==> src/rtl/uart_pkg.sv <==
// uart_pkg: shared FSM encoding, data-width limits and bit-order encoding for the UART RX slice.
package uart_pkg;
  typedef enum logic [1:0] {IDLE = 2'd0, SHIFT = 2'd1, DONE = 2'd2} state_t;
  localparam int DW_MIN = 5;
  localparam int DW_MAX = 9;
  localparam logic LSB_FIRST = 1'b0;
  localparam logic MSB_FIRST = 1'b1;
endpackage

==> src/rtl/uart_bit_shifter.sv <==
// uart_bit_shifter: directional shift register with clear; nxt exposes the value loaded on the next edge.
module uart_bit_shifter
  import uart_pkg::*;
#(
  parameter int W = 8
) (
  input  logic         clk,
  input  logic         rst,
  input  logic         clr,
  input  logic         shift_en,
  input  logic         dir,
  input  logic         din,
  output logic [W-1:0] nxt
);
  logic [W-1:0] q;
  logic [W-1:0] base;
  // clear and shift may coincide so the first bit of a frame lands in a fresh register
  always_comb begin
    base = clr ? '0 : q;
    nxt  = !shift_en ? base : dir == MSB_FIRST ? {base[W-2:0], din} : {din, base[W-1:1]};
  end
  always_ff @(posedge clk or negedge rst)
    if (!rst) q <= '0;
    else q <= nxt;
endmodule

==> src/rtl/uart_rx_deser_param.sv <==
// uart_rx_deser_param: collects DATA_WIDTH sampled bits into P_DATA with a one-cycle data_valid pulse.
// Optional running parity on par_bit when DESER_PARITY_EN is defined; otherwise par_bit is 0.
module uart_rx_deser_param
  import uart_pkg::*;
#(
  parameter int DATA_WIDTH = 8,
  localparam int CNT_W = $clog2(DATA_WIDTH + 1)
) (
  input  logic                  clk,
  input  logic                  rst,
  input  logic                  deser_en,
  input  logic                  sample_stb,
  input  logic                  sampled_bit,
  input  logic                  msb_first,
  output logic [DATA_WIDTH-1:0] P_DATA,
  output logic                  data_valid,
  output logic                  busy,
  output logic [CNT_W-1:0]      bit_idx,
  output logic                  par_bit
);
  if (DATA_WIDTH < DW_MIN || DATA_WIDTH > DW_MAX) begin : g_bad_width
    $error("DATA_WIDTH out of range");
  end
  state_t state;
  logic order_q;
  logic start, abort, take, last;
  logic [DATA_WIDTH-1:0] nxt;
  // a strobe coinciding with the enable rising edge is bit 0 of the frame
  assign start = state == IDLE && deser_en;
  assign abort = state == SHIFT && !deser_en;
  assign take  = sample_stb && deser_en && state != DONE;
  assign last  = state == SHIFT && take && bit_idx == CNT_W'(DATA_WIDTH - 1);
  uart_bit_shifter #(.W(DATA_WIDTH)) u_shift (
    .clk      (clk),
    .rst      (rst),
    .clr      (start || abort),
    .shift_en (take),
    .dir      (state == IDLE ? msb_first : order_q),
    .din      (sampled_bit),
    .nxt      (nxt)
  );
  always_ff @(posedge clk or negedge rst)
    if (!rst) begin
      state      <= IDLE;
      order_q    <= LSB_FIRST;
      P_DATA     <= '0;
      data_valid <= 1'b0;
      busy       <= 1'b0;
      bit_idx    <= '0;
    end else begin
      data_valid <= 1'b0;
      case (state)
        IDLE:
          if (deser_en) begin
            state   <= SHIFT;
            busy    <= 1'b1;
            order_q <= msb_first;
            bit_idx <= take ? CNT_W'(1) : '0;
          end
        SHIFT:
          if (abort) begin
            state   <= IDLE;
            busy    <= 1'b0;
            bit_idx <= '0;
          end else if (take) begin
            bit_idx <= bit_idx + CNT_W'(1);
            if (last) begin
              state      <= DONE;
              busy       <= 1'b0;
              P_DATA     <= nxt;
              data_valid <= 1'b1;
            end
          end
        DONE:
          if (!deser_en) begin
            state   <= IDLE;
            bit_idx <= '0;
          end
        default: state <= IDLE;
      endcase
    end
`ifdef DESER_PARITY_EN
  logic par_run;
  always_ff @(posedge clk or negedge rst)
    if (!rst) begin
      par_run <= 1'b0;
      par_bit <= 1'b0;
    end else begin
      if (start) par_run <= take & sampled_bit;
      else if (take) par_run <= par_run ^ sampled_bit;
      if (last) par_bit <= par_run ^ sampled_bit;
    end
`else
  assign par_bit = 1'b0;
`endif
endmodule

==> config.mk <==
export PLATFORM = sky130hd
export DESIGN_NAME = uart_rx_deser_param
export DESIGN_NICKNAME = d
export VERILOG_FILES = /design/src/rtl/uart_pkg.sv /design/src/rtl/uart_bit_shifter.sv /design/src/rtl/uart_rx_deser_param.sv
export SDC_FILE = /design/constraint.sdc
export NUM_CORES = 1
export LEC_CHECK = 0
export CORE_AREA = 10 10 66 68
export DETAILED_ROUTE_END_ITERATION = 8
export DIE_AREA = 0 0 76 78
export DONT_BUFFER_PORTS = 1
export RECOVER_POWER = 50
export SLEW_MARGIN = 25
export SYNTH_ARGS = -nofsm -noshare
export SYNTH_HDL_FRONTEND = slang
export SYNTH_SLANG_ARGS = --single-unit
==> constraint.sdc <==
create_clock -name clk -period 2.8 [get_ports clk]
set_clock_uncertainty 0.05 [all_clocks]
set_input_delay 0 -clock clk [delete_from_list [all_inputs] [get_ports clk]]
set_output_delay 0 -clock clk [all_outputs]
set_load 0.03 [all_outputs]
==> results.ini, run 1 <==
[timing]
layout_min_cycle_time_ns = 2.27
hold_viol_final = 0
min_period_over_period_pct = 81.2
rsz0062_at_grt = no
final-setup-viol-count = 0
maxSlewViolCount = 0
holdWs_ns = 0.0460
maxClockFrequency_ghz = 0.440
slew-limit-headroom_pct = 12.2
tns_ns = 0
worst_slack_ns = 0.526
max_slew.worst_pin.slew_ns = 1.32

[clock_tree]
cts.sinks = 25
postCtsSetupBuffers = 0
clock_path_buffers = 2
cts_tree = done
ctsHoldBuffers = 7
htree_levels = 1
worst_skew_pair.late_latency_ns = 0.32
numCtsBuffers = 3
clk_pin_slew_ns = 0.13
clock_tree.root_cell = clkbuf_4
cts-resized-gates = 0

[placed_design]
place_hpwl_um = 1940
dp_slack_ns = 0.534
placed_cells = 170
placed_area_um2 = 1310
io_buffers = 0
place.gp.congestion = 0.773

[layout]
final_area_um2 = 1400
stdcell_count = 181
diodes = 0
nNetsFinal = 147
syn_to_final_growth_pct = 7.59
layout-drive-gt1-share_pct = 9.63
fill_cells = 326
utilization_pct = 44.1

[pwr]
p_switching_uw = 382
p_total_uw = 986
vdd_drop_max_mv = 0.331
power.clock.fraction_pct = 16.5
p_comb_share_pct = 35.1
power_density_nw_per_um2 = 704
seqPwrFrac_pct = 48.4
leakage_nw = 0.623
power.internal_uw = 604
sw_frac_of_total_pct = 38.7

[synthesis]
ys_types = 31
syn_inst = 131
ys_seq_area_share_pct = 48.0
synthesis.nets = 142
yosysWarnings = 0
ys_ff_latch = 25
avgSynthCellArea_um2 = 9.94
netlist_area_um2 = 1300

[drt]
vias_per_cell = 5.25
ant_nets = 0
drc = 0
wirelength_um = 2670
vias = 951
detail_route.iter0.violations = 86
routedWlPerCell_um = 14.7
drt_pre_antenna_iters = 4

[global_routing]
grt_pass1_vias = 888
grt_first_pass_wirelength_um = 4570
track_usage_pct = 9.41
gr-total-overflow = 0
grt_start_max_net_pins = 26
antenna_found_initial = 0

[setup_path]
worstSetupStartpointType = flop
slowest_stage = or4_4
rrSetupSlack_ns = 0.53
cp-end-kind = flop
regToRegEndpoint = state[0]$_DFFE_PN0P_
r2r_start = state[0]$_DFFE_PN0P_
crit_buf_inv = 1
crit_required_ns = 2.97
path_cells = inv_1, ha_1, nand3b_1, or4_4, a21oi_1, mux2_2
slowest_delay_ns = 0.65
crit_family = simple AND/OR/NAND/NOR gates
r2r_cells = 6
crit_arrival_ns = 2.44
critPathKind = reg -> reg
cp_max_fo = 20

[floorplanning]
die_y_um = 78
core-area_um2 = 3180
start_util_pct = 41.0
die_x_um = 76
rows = 21
pin_count = 21
dieArea_um2 = 5930

[min_path]
hold_path.class = in -> reg
worstHoldStart = msb_first
holdPathStages = 3
hold_end = P_DATA[0]$_DFFE_PN0P_

[run_status]
outcome = complete, no violations

[run]
max_cap_violations = 0

==> cell families after synthesis <==
group                      Yosys count  share of synthesized area [%]
buffers and inverters               15                           6.44
adders and majority gates            5                           4.80
DFF                                 25                           48.0
other                                1                          0.288
and+or+nand+nor                     42                           16.0
AOI/OAI and AO/OA                   34                           17.2
muxes                                9                           7.20
==> metal layers <==
layer  vias up  GRT usage [%]  part of all wire, %
met3         5           3.00                  7.6
met4         0           4.55                  1.8
met5         -              0                    0
li1        467              -                    -
met1       449           12.1                   45
met2        30           13.9                   46
==> worst max-delay path by stage <==
stage          slack, ns                    to                  from  depth (start not counted)
2_1_floorplan       0.84  state[0]$_DFFE_PN0P_  state[0]$_DFFE_PN0P_                          6
3_3_place_gp        0.63  state[0]$_DFFE_PN0P_  state[0]$_DFFE_PN0P_                          6
3_5_place_dp        0.53  state[0]$_DFFE_PN0P_  state[0]$_DFFE_PN0P_                          6
4_1_cts             0.51  state[0]$_DFFE_PN0P_  state[0]$_DFFE_PN0P_                          6
5_1_grt             0.40  state[0]$_DFFE_PN0P_  state[0]$_DFFE_PN0P_                          6
6_report            0.53  state[0]$_DFFE_PN0P_  state[0]$_DFFE_PN0P_                          6
==> worst register-to-register path, cell delays in order (launching register included) <==
cell and delay [ns]:
dfrtp_1 0.42, inv_1 0.08, ha_1 0.21, nand3b_1 0.22, or4_4 0.65, a21oi_1 0.20, mux2_2 0.35
==> state kept, by name (all words and copies together), names as in the netlist <==
signal	count
order_q	1
busy	1
u_shift.q	8
state	2
data_valid	1
bit_idx	4
P_DATA	8
==> power by group through the flow <==
stage	combinational [mW]	clock [mW]	sequential, mW
3_5_place_dp	0.322	0	0.487
3_3_place_gp	0.309	0	0.483
4_1_cts	0.353	0.169	0.479
5_1_grt	0.385	0.192	0.484
2_1_floorplan	0.270	0	0.472
6_report	0.347	0.163	0.477
==> final cells by class <==
class                   count  area, µm²  area share [%]
multi-input cells          91        593            42.3
flip-flops and latches     25        626            44.6
clock buffers               3       22.5            1.61
inverters                   7       26.3            1.88
repair buffers              8       71.3            5.09
clock inverters             1       5.00           0.357
well taps                  46       57.6            4.11
==> layout by cell type, fill, tap and decap left out <==
cell type	Yosys	routed
dfrtp_1	25	25
nand2_1	21	21
o21ai_0	13	13
inv_1	7	7
o31ai_1	7	7
mux2i_1	6	6
dlygate4sd3_1	0	6
nor2_1	5	5
ha_1	5	5
nand3b_1	3	3
nand2b_1	3	3
mux2_2	3	3
nand3_1	3	3
clkbuf_4	0	3
o211ai_1	2	2
o22ai_1	2	2
a31oi_1	2	2
and2_1	2	2
a21oi_1	2	2
o21ai_2	2	2
and2b_2	1	1
o22ai_2	1	1
or3_1	1	1
or4b_1	1	1
a22oi_1	1	1
or4_4	1	1
or2_1	1	1
o41ai_1	1	1
a32o_1	1	1
conb_1	1	1
clkinv_2	0	1
clkbuf_1	0	1
buf_4	2	1
==> cells in the mapped netlist <==
cell	instances	share of area [%]
buf_2	4	1.5
and2_1	2	0.96
a31oi_1	2	0.96
or2_1	1	0.48
conb_1	1	0.29
mux2_2	3	2.6
nor2_1	5	1.4
nand2b_1	3	1.4
o21ai_2	2	1.3
o22ai_1	2	0.96
nand2_1	21	6.1
nand3_1	3	1.2
a22oi_1	1	0.58
o22ai_2	1	0.96
o211ai_1	2	1.2
a21oi_1	2	0.77
o41ai_1	1	0.67
nand3b_1	3	1.7
inv_1	7	2.0
or4b_1	1	0.77
or3_1	1	0.48
o21ai_0	13	5.0
dfrtp_1	25	48
and2b_2	1	0.67
buf_6	2	1.7
o31ai_1	7	4.0
or4_4	1	0.86
a32o_1	1	0.77
mux2i_1	6	4.6
buf_4	2	1.2
ha_1	5	4.8
Note: power is estimated with default switching activity, not from simulation.
==> inputs of run 2 (changes only) <==
==> constraint.sdc (replaced) <==
create_clock -name clk -period 2 [get_ports clk]
set_clock_uncertainty 0.05 [all_clocks]
set_input_delay 0 -clock clk [delete_from_list [all_inputs] [get_ports clk]]
set_output_delay 0 -clock clk [all_outputs]
set_load 0.03 [all_outputs]
==> results.ini, run 2 (synthesis results as in run 1) <==
[run_status]
outcome = complete, no violations  ; unchanged

[layout]
layout-drive-gt1-share_pct = 19.6  ; was 9.63%
final_cell_mix = dfrtp_1, nand2_1, o21ai_0  ; unchanged
mostFrequentLayoutCell = dfrtp_1  ; unchanged
syn_to_final_growth_pct = 18.4  ; was 7.59%
nNetsFinal = 160  ; was 147
diodes = 0  ; unchanged
stdcell_count = 194  ; was 181
reg.largest.list = P_DATA x8, u_shift.q x8, bit_idx x4  ; unchanged

[drt]
detail_route.iter0.violations = 69  ; was 86
vias_per_cell = 5.19  ; was 5.25
drt_pre_antenna_iters = 4  ; unchanged
vias = 1006  ; was 951
ant_nets = 0  ; unchanged
wirelength_um = 2850  ; was 2670 µm
routedWlPerCell_um = 14.7  ; about the same
drc = 0  ; unchanged

[setup_path]
cp-end-kind = flop  ; unchanged
startpoint = state[1]$_DFFE_PN0P_  ; was state[0]$_DFFE_PN0P_
crit_required_ns = 2.16  ; was 2.97 ns
regToRegEndpoint = state[0]$_DFFE_PN0P_  ; unchanged
r2r_cells = 6  ; unchanged
worstSetupStartpointType = flop  ; unchanged
critPathKind = reg -> reg  ; unchanged
crit_arrival_ns = 2.08  ; was 2.44 ns
critical_path.endpoint = state[0]$_DFFE_PN0P_  ; unchanged
rrSetupSlack_ns = 0.08  ; was 0.53 ns
r2r_start = state[1]$_DFFE_PN0P_  ; was state[0]$_DFFE_PN0P_
cp_max_fo = 8  ; was 20

[timing]
final-setup-viol-count = 0  ; unchanged
hold_viol_final = 0  ; unchanged
maxClockFrequency_ghz = 0.522  ; was 0.440 GHz
min_period_over_period_pct = 95.8  ; was 81.2%
maxSlewViolCount = 0  ; unchanged
layout_min_cycle_time_ns = 1.92  ; was 2.27 ns
max_slew.worst_pin.slew_ns = 1.33  ; was 1.32 ns
slew-limit-headroom_pct = 11.4  ; was 12.2%
tns_ns = 0  ; unchanged

[pwr]
p_switching_uw = 559  ; was 382 µW
vdd_drop_max_mv = 0.390  ; was 0.331 mV
leakage_nw = 0.688  ; was 0.623 nW
power.clock.fraction_pct = 15.1  ; was 16.5%
seqPwrFrac_pct = 44.2  ; was 48.4%
p_comb_share_pct = 40.7  ; was 35.1%
power_density_nw_per_um2 = 966  ; was 704 nW/µm²
sw_frac_of_total_pct = 37.5  ; was 38.7%
power.internal_uw = 931  ; was 604 µW

[global_routing]
grt_pass1_vias = 1008  ; was 888
grt_start_max_net_pins = 26  ; unchanged
gr-total-overflow = 0  ; unchanged
antenna_found_initial = 0  ; unchanged
track_usage_pct = 9.78  ; was 9.41%
grt_first_pass_wirelength_um = 4910  ; was 4570 µm

[clock_tree]
clock_path_buffers = 2  ; unchanged
worst_skew_pair.late_latency_ns = 0.31  ; was 0.32 ns
numCtsBuffers = 3  ; unchanged
htree_levels = 1  ; unchanged
clock_tree.root_cell = clkbuf_4  ; unchanged
cts_tree = done  ; unchanged
cts.sinks = 25  ; unchanged
clk_pin_slew_ns = 0.13  ; about the same

[placed_design]
place_hpwl_um = 2050  ; was 1940 µm
place.gp.congestion = 0.761  ; was 0.773
placed_cells = 179  ; was 170
io_buffers = 0  ; unchanged

[floorplanning]
start_util_pct = 41.0  ; unchanged
pin_count = 21  ; unchanged
core-area_um2 = 3180  ; unchanged
rows = 21  ; unchanged
die_x_um = 76  ; unchanged
die_y_um = 78  ; unchanged
dieArea_um2 = 5930  ; unchanged

[run]
max_cap_violations = 0  ; unchanged

[min_path]
hold_path.class = in -> reg  ; unchanged

[run 2: cell count changes in the layout (fill, tap and decap cells not counted), sizes merged]
cell and delta:
clkbuf +1, dlymetal6s4s +1, dlygate4sd3 +2, buf +10, clkinv -1
[run 2: how the worst min path moves through the flow]
| stage | endpoint | cells after the start | from | slack [ns] |
|---|---|---|---|---|
| after floorplan | P_DATA[0]$_DFFE_PN0P_ | 0 | rst | -0.35 |
| after global placement | P_DATA[3]$_DFFE_PN0P_ | 0 | rst | -0.34 |
| after detailed placement | u_shift.q[3]$_DFF_PN0_ | 0 | rst | -0.34 |
| after CTS | P_DATA[3]$_DFFE_PN0P_ | 3 | deser_en | 0.03 |
| after global routing | state[1]$_DFFE_PN0P_ | 3 | deser_en | 0.04 |
| final | state[1]$_DFFE_PN0P_ | 3 | deser_en | 0.03 |
[run 2: repair_timing]
item / in CTS / in global routing
hold buffers: 10 / 0
setup buffers: 0 / 1
gates resized for setup: 0 / 10
hold endpoints to repair: 40 / 0
setup endpoints to repair: 0 / 11
[run 2: power groups by stage]
stage / sequential [mW] / combinational (mW) / clock (mW)
after floorplan: 0.661 / 0.378 / 0
after global placement: 0.665 / 0.501 / 0
after detailed placement: 0.672 / 0.514 / 0
after CTS: 0.661 / 0.573 / 0.233
after global routing: 0.675 / 0.676 / 0.261
final: 0.659 / 0.607 / 0.225
[run 2: cell type report]
class | count | area [µm²]
fill | 299 | 1640
tap | 46 | 57.6
inverter | 7 | 26.3
sequential | 25 | 626
timing repair buffer | 21 | 179
clock buffer | 4 | 26.3
multi-input combinational | 91 | 628
[run 2: metrics by stage]
stage                     worst slack [ns]  power [mW]  area (µm²)  hold slack (ns)  utilization [%]
after floorplan                     0.0388        1.04        1300           -0.346                -
after global placement              0.0997        1.17        1380           -0.345             43.3
after detailed placement            0.0257        1.19        1380           -0.345             43.3
after CTS                           0.0102        1.47        1510           0.0318             47.6
after global routing              -0.00442        1.61        1540           0.0368             48.5
final                               0.0834        1.49        1540           0.0345             48.5
[run 2: metal layers]
metal  routed length [µm]  vias up  track usage [%]  share of wire [%]
met1                 1290      483             12.6                 45
met5                    0        -                0                  0
met2                 1350       25             14.5                 47
met4                   36        0             4.92                1.3
li1                     -      494                -                  -
met3                  169        4             2.76                5.9
[run 2: worst max-delay path: stages (launching register included)]
cell,delay [ns]
dfrtp_1,0.45
inv_2,0.10
ha_4,0.17
nand2_1,0.07
or4_4,0.49
a21oi_2,0.16
mux2_2,0.34
==> inputs of run 3 (changes only) <==
--- a/config.mk
+++ b/config.mk
@@ -5,10 +5,13 @@
 export SDC_FILE = /design/constraint.sdc
 export NUM_CORES = 1
 export LEC_CHECK = 0
-export CORE_AREA = 10 10 66 68
+export CELL_PAD_IN_SITES_DETAIL_PLACEMENT = 1
+export CELL_PAD_IN_SITES_GLOBAL_PLACEMENT = 1
+export CORE_AREA = 10 10 77 79
 export DETAILED_ROUTE_END_ITERATION = 8
-export DIE_AREA = 0 0 76 78
+export DIE_AREA = 0 0 87 89
 export DONT_BUFFER_PORTS = 1
+export PLACE_DENSITY_LB_ADDON = 0.1
 export RECOVER_POWER = 50
 export SLEW_MARGIN = 25
 export SYNTH_ARGS = -nofsm -noshare
==> results.ini, run 3 (synthesis results as in run 1) <==
[floorplanning]
rows = 25  ; was 21
core-area_um2 = 4540  ; was 3180 µm²
pin_count = 21  ; unchanged
die_x_um = 87  ; was 76 µm
die_y_um = 89  ; was 78 µm
start_util_pct = 28.7  ; was 41.0%
dieArea_um2 = 7740  ; was 5930 µm²

[drt]
drt_pre_antenna_iters = 2  ; was 4
wirelength_um = 3370  ; was 2850 µm
drc = 0  ; unchanged
routedWlPerCell_um = 16.9  ; was 14.7 µm
detail_route.iter0.violations = 67  ; was 69
ant_nets = 0  ; unchanged
vias = 1011  ; was 1006
vias_per_cell = 5.06  ; was 5.19

[pwr]
leakage_nw = 0.687  ; was 0.688 nW
power.clock.fraction_pct = 20.0  ; was 15.1%
p_total_mw = 1.58  ; was 1.49 mW
power.internal_uw = 981  ; was 931 µW
p_switching_uw = 595  ; was 559 µW
p_comb_share_pct = 38.2  ; was 40.7%
power_density_nw_per_um2 = 1020  ; was 966 nW/µm²
seqPwrFrac_pct = 41.8  ; was 44.2%
sw_frac_of_total_pct = 37.8  ; was 37.5%
vdd_drop_max_mv = 0.368  ; was 0.390 mV

[timing]
final-setup-viol-count = 0  ; unchanged
min_period_over_period_pct = 98.5  ; was 95.8%
layout_min_cycle_time_ns = 1.97  ; was 1.92 ns
rsz0062_at_grt = yes
maxClockFrequency_ghz = 0.508  ; was 0.522 GHz
max_slew.worst_pin.slew_ns = 1.42  ; was 1.33 ns
maxSlewViolCount = 0  ; unchanged
hold_viol_final = 0  ; unchanged
worst_slack_ns = 0.0296  ; was 0.0834 ns
slew-limit-headroom_pct = 5.40  ; was 11.4%
tns_ns = 0  ; unchanged

[setup_path]
slowest_stage = or4_4  ; unchanged
slowest_delay_ns = 0.49  ; about the same
critPathKind = reg -> reg  ; unchanged
crit_arrival_ns = 2.08  ; about the same
cp-end-kind = flop  ; unchanged
crit_family = simple AND/OR/NAND/NOR gates  ; unchanged
crit_required_ns = 2.11  ; was 2.16 ns
path_cells = inv_1, ha_2, nand2_1, or4_4, a21oi_2, mux2_2  ; was inv_2, ha_4, nand2_1, or4_4, a21oi_2, mux2_2
cp_max_fo = 8  ; unchanged
worstSetupStartpointType = flop  ; unchanged
crit_buf_inv = 1  ; unchanged

[global_routing]
use_met2_pct = 17.1  ; was 14.5%
grt_pass1_vias = 1173  ; was 1008
gr-total-overflow = 0  ; unchanged
antenna_found_initial = 0  ; unchanged
grt_first_pass_wirelength_um = 5900  ; was 4910 µm
grt_util_met3_pct = 2.46  ; was 2.76%
busiest_layer = met2  ; unchanged
grt_start_max_net_pins = 26  ; unchanged
grt_use_met1_pct = 10.6  ; was 12.6%
track_usage_pct = 9.59  ; was 9.78%

[clock_tree]
worst_skew_pair.late_latency_ns = 0.27  ; was 0.31 ns
cts_tree = done  ; unchanged
htree_levels = 1  ; unchanged
clock_path_buffers = 2  ; unchanged
clk_pin_slew_ns = 0.10  ; was 0.13 ns
numCtsBuffers = 3  ; unchanged
cts.sinks = 25  ; unchanged
clock_tree.root_cell = clkbuf_8  ; was clkbuf_4

[layout]
layout-drive-gt1-share_pct = 21.2  ; was 19.6%
stdcell_count = 200  ; was 194
seqCellArea_um2 = 626  ; unchanged
final_cell_mix = dfrtp_1, nand2_1, o21ai_0, buf_4, inv_1  ; was dfrtp_1, nand2_1, o21ai_0
utilization_pct = 33.9  ; was 48.5%
syn_to_final_growth_pct = 18.1  ; was 18.4%
fill_cells = 516  ; was 299
reg.largest.list = P_DATA x8, u_shift.q x8, bit_idx x4  ; unchanged
mostFrequentLayoutCell = dfrtp_1  ; unchanged
multi_input_area_um2 = 621  ; was 628 µm²
diodes = 0  ; unchanged
nNetsFinal = 158  ; was 160

[min_path]
hold_path.class = in -> reg  ; unchanged

[run_status]
outcome = complete, no violations  ; unchanged

[placed_design]
place_hpwl_um = 2390  ; was 2050 µm
place.gp.congestion = 0.728  ; was 0.761
io_buffers = 0  ; unchanged
placed_cells = 189  ; was 179
dp_slack_ns = -0.00988  ; was 0.0257 ns

[run]
max_cap_violations = 0  ; unchanged

-- run 3: power groups by stage --
stage	logic [mW]	clock network [mW]	registers, mW
3_5_place_dp	0.559	0	0.675
4_1_cts	0.604	0.326	0.663
5_1_grt	0.676	0.349	0.678
2_1_floorplan	0.378	0	0.661
6_report	0.603	0.314	0.659
3_3_place_gp	0.550	0	0.671
-- run 3: routing by layer --
layer | part of all wire [%] | up-vias | wire (µm)
met4 | 1.2 | 0 | 39
met1 | 41 | 509 | 1380
li1 | - | 486 | -
met3 | 4.5 | 4 | 153
met2 | 53 | 12 | 1800
met5 | 0 | - | 0
-- run 3: path summary, 6_finish.rpt --
path,startpoint,to,slack (ns),cells past startpoint
min in group asynchronous,rst,P_DATA[3]$_DFFE_PN0P_,0.54,2
worst min register to register,u_shift.q[7]$_DFF_PN0_,u_shift.q[7]$_DFF_PN0_,0.44,2
max in group asynchronous,rst,u_shift.q[0]$_DFF_PN0_,0.53,2
worst max-delay path,state[1]$_DFFE_PN0P_,state[0]$_DFFE_PN0P_,0.03,6
worst max register to register,state[1]$_DFFE_PN0P_,state[0]$_DFFE_PN0P_,0.03,6
worst min-delay path,sample_stb,u_shift.q[7]$_DFF_PN0_,0.008,3
-- run 3: area by class of cell --
cell class	count	share of cell area, %
timing repair buffer	19	9.85
clock inverter	1	0.325
tap	54	4.39
multi-input combinational	91	40.4
clock buffer	3	2.69
sequential	25	40.7
inverter	7	1.71
-- run 3: per-stage QoR --
step	cell area [µm²]	hold WS (ns)
global route	1540	0.0266
finish	1540	0.00751
floorplan	1300	-0.346
detailed placement	1400	-0.345
CTS	1530	0.00896
global placement	1400	-0.345
-- run 3: repair_timing --
action / 4_1_cts / 5_1_grt
pin swaps: 0 / 2
setup buffers: 1 / 0
hold buffers: 6 / 0
gates resized for setup: 1 / 5
setup endpoints to repair: 1 / 14
endpoints found under the hold margin: 30 / 0
-- run 3: worst min-delay path: stages --
cell and delay (ns):
nand3b_1 0.08, buf_4 0.13, o21ai_0 0.08
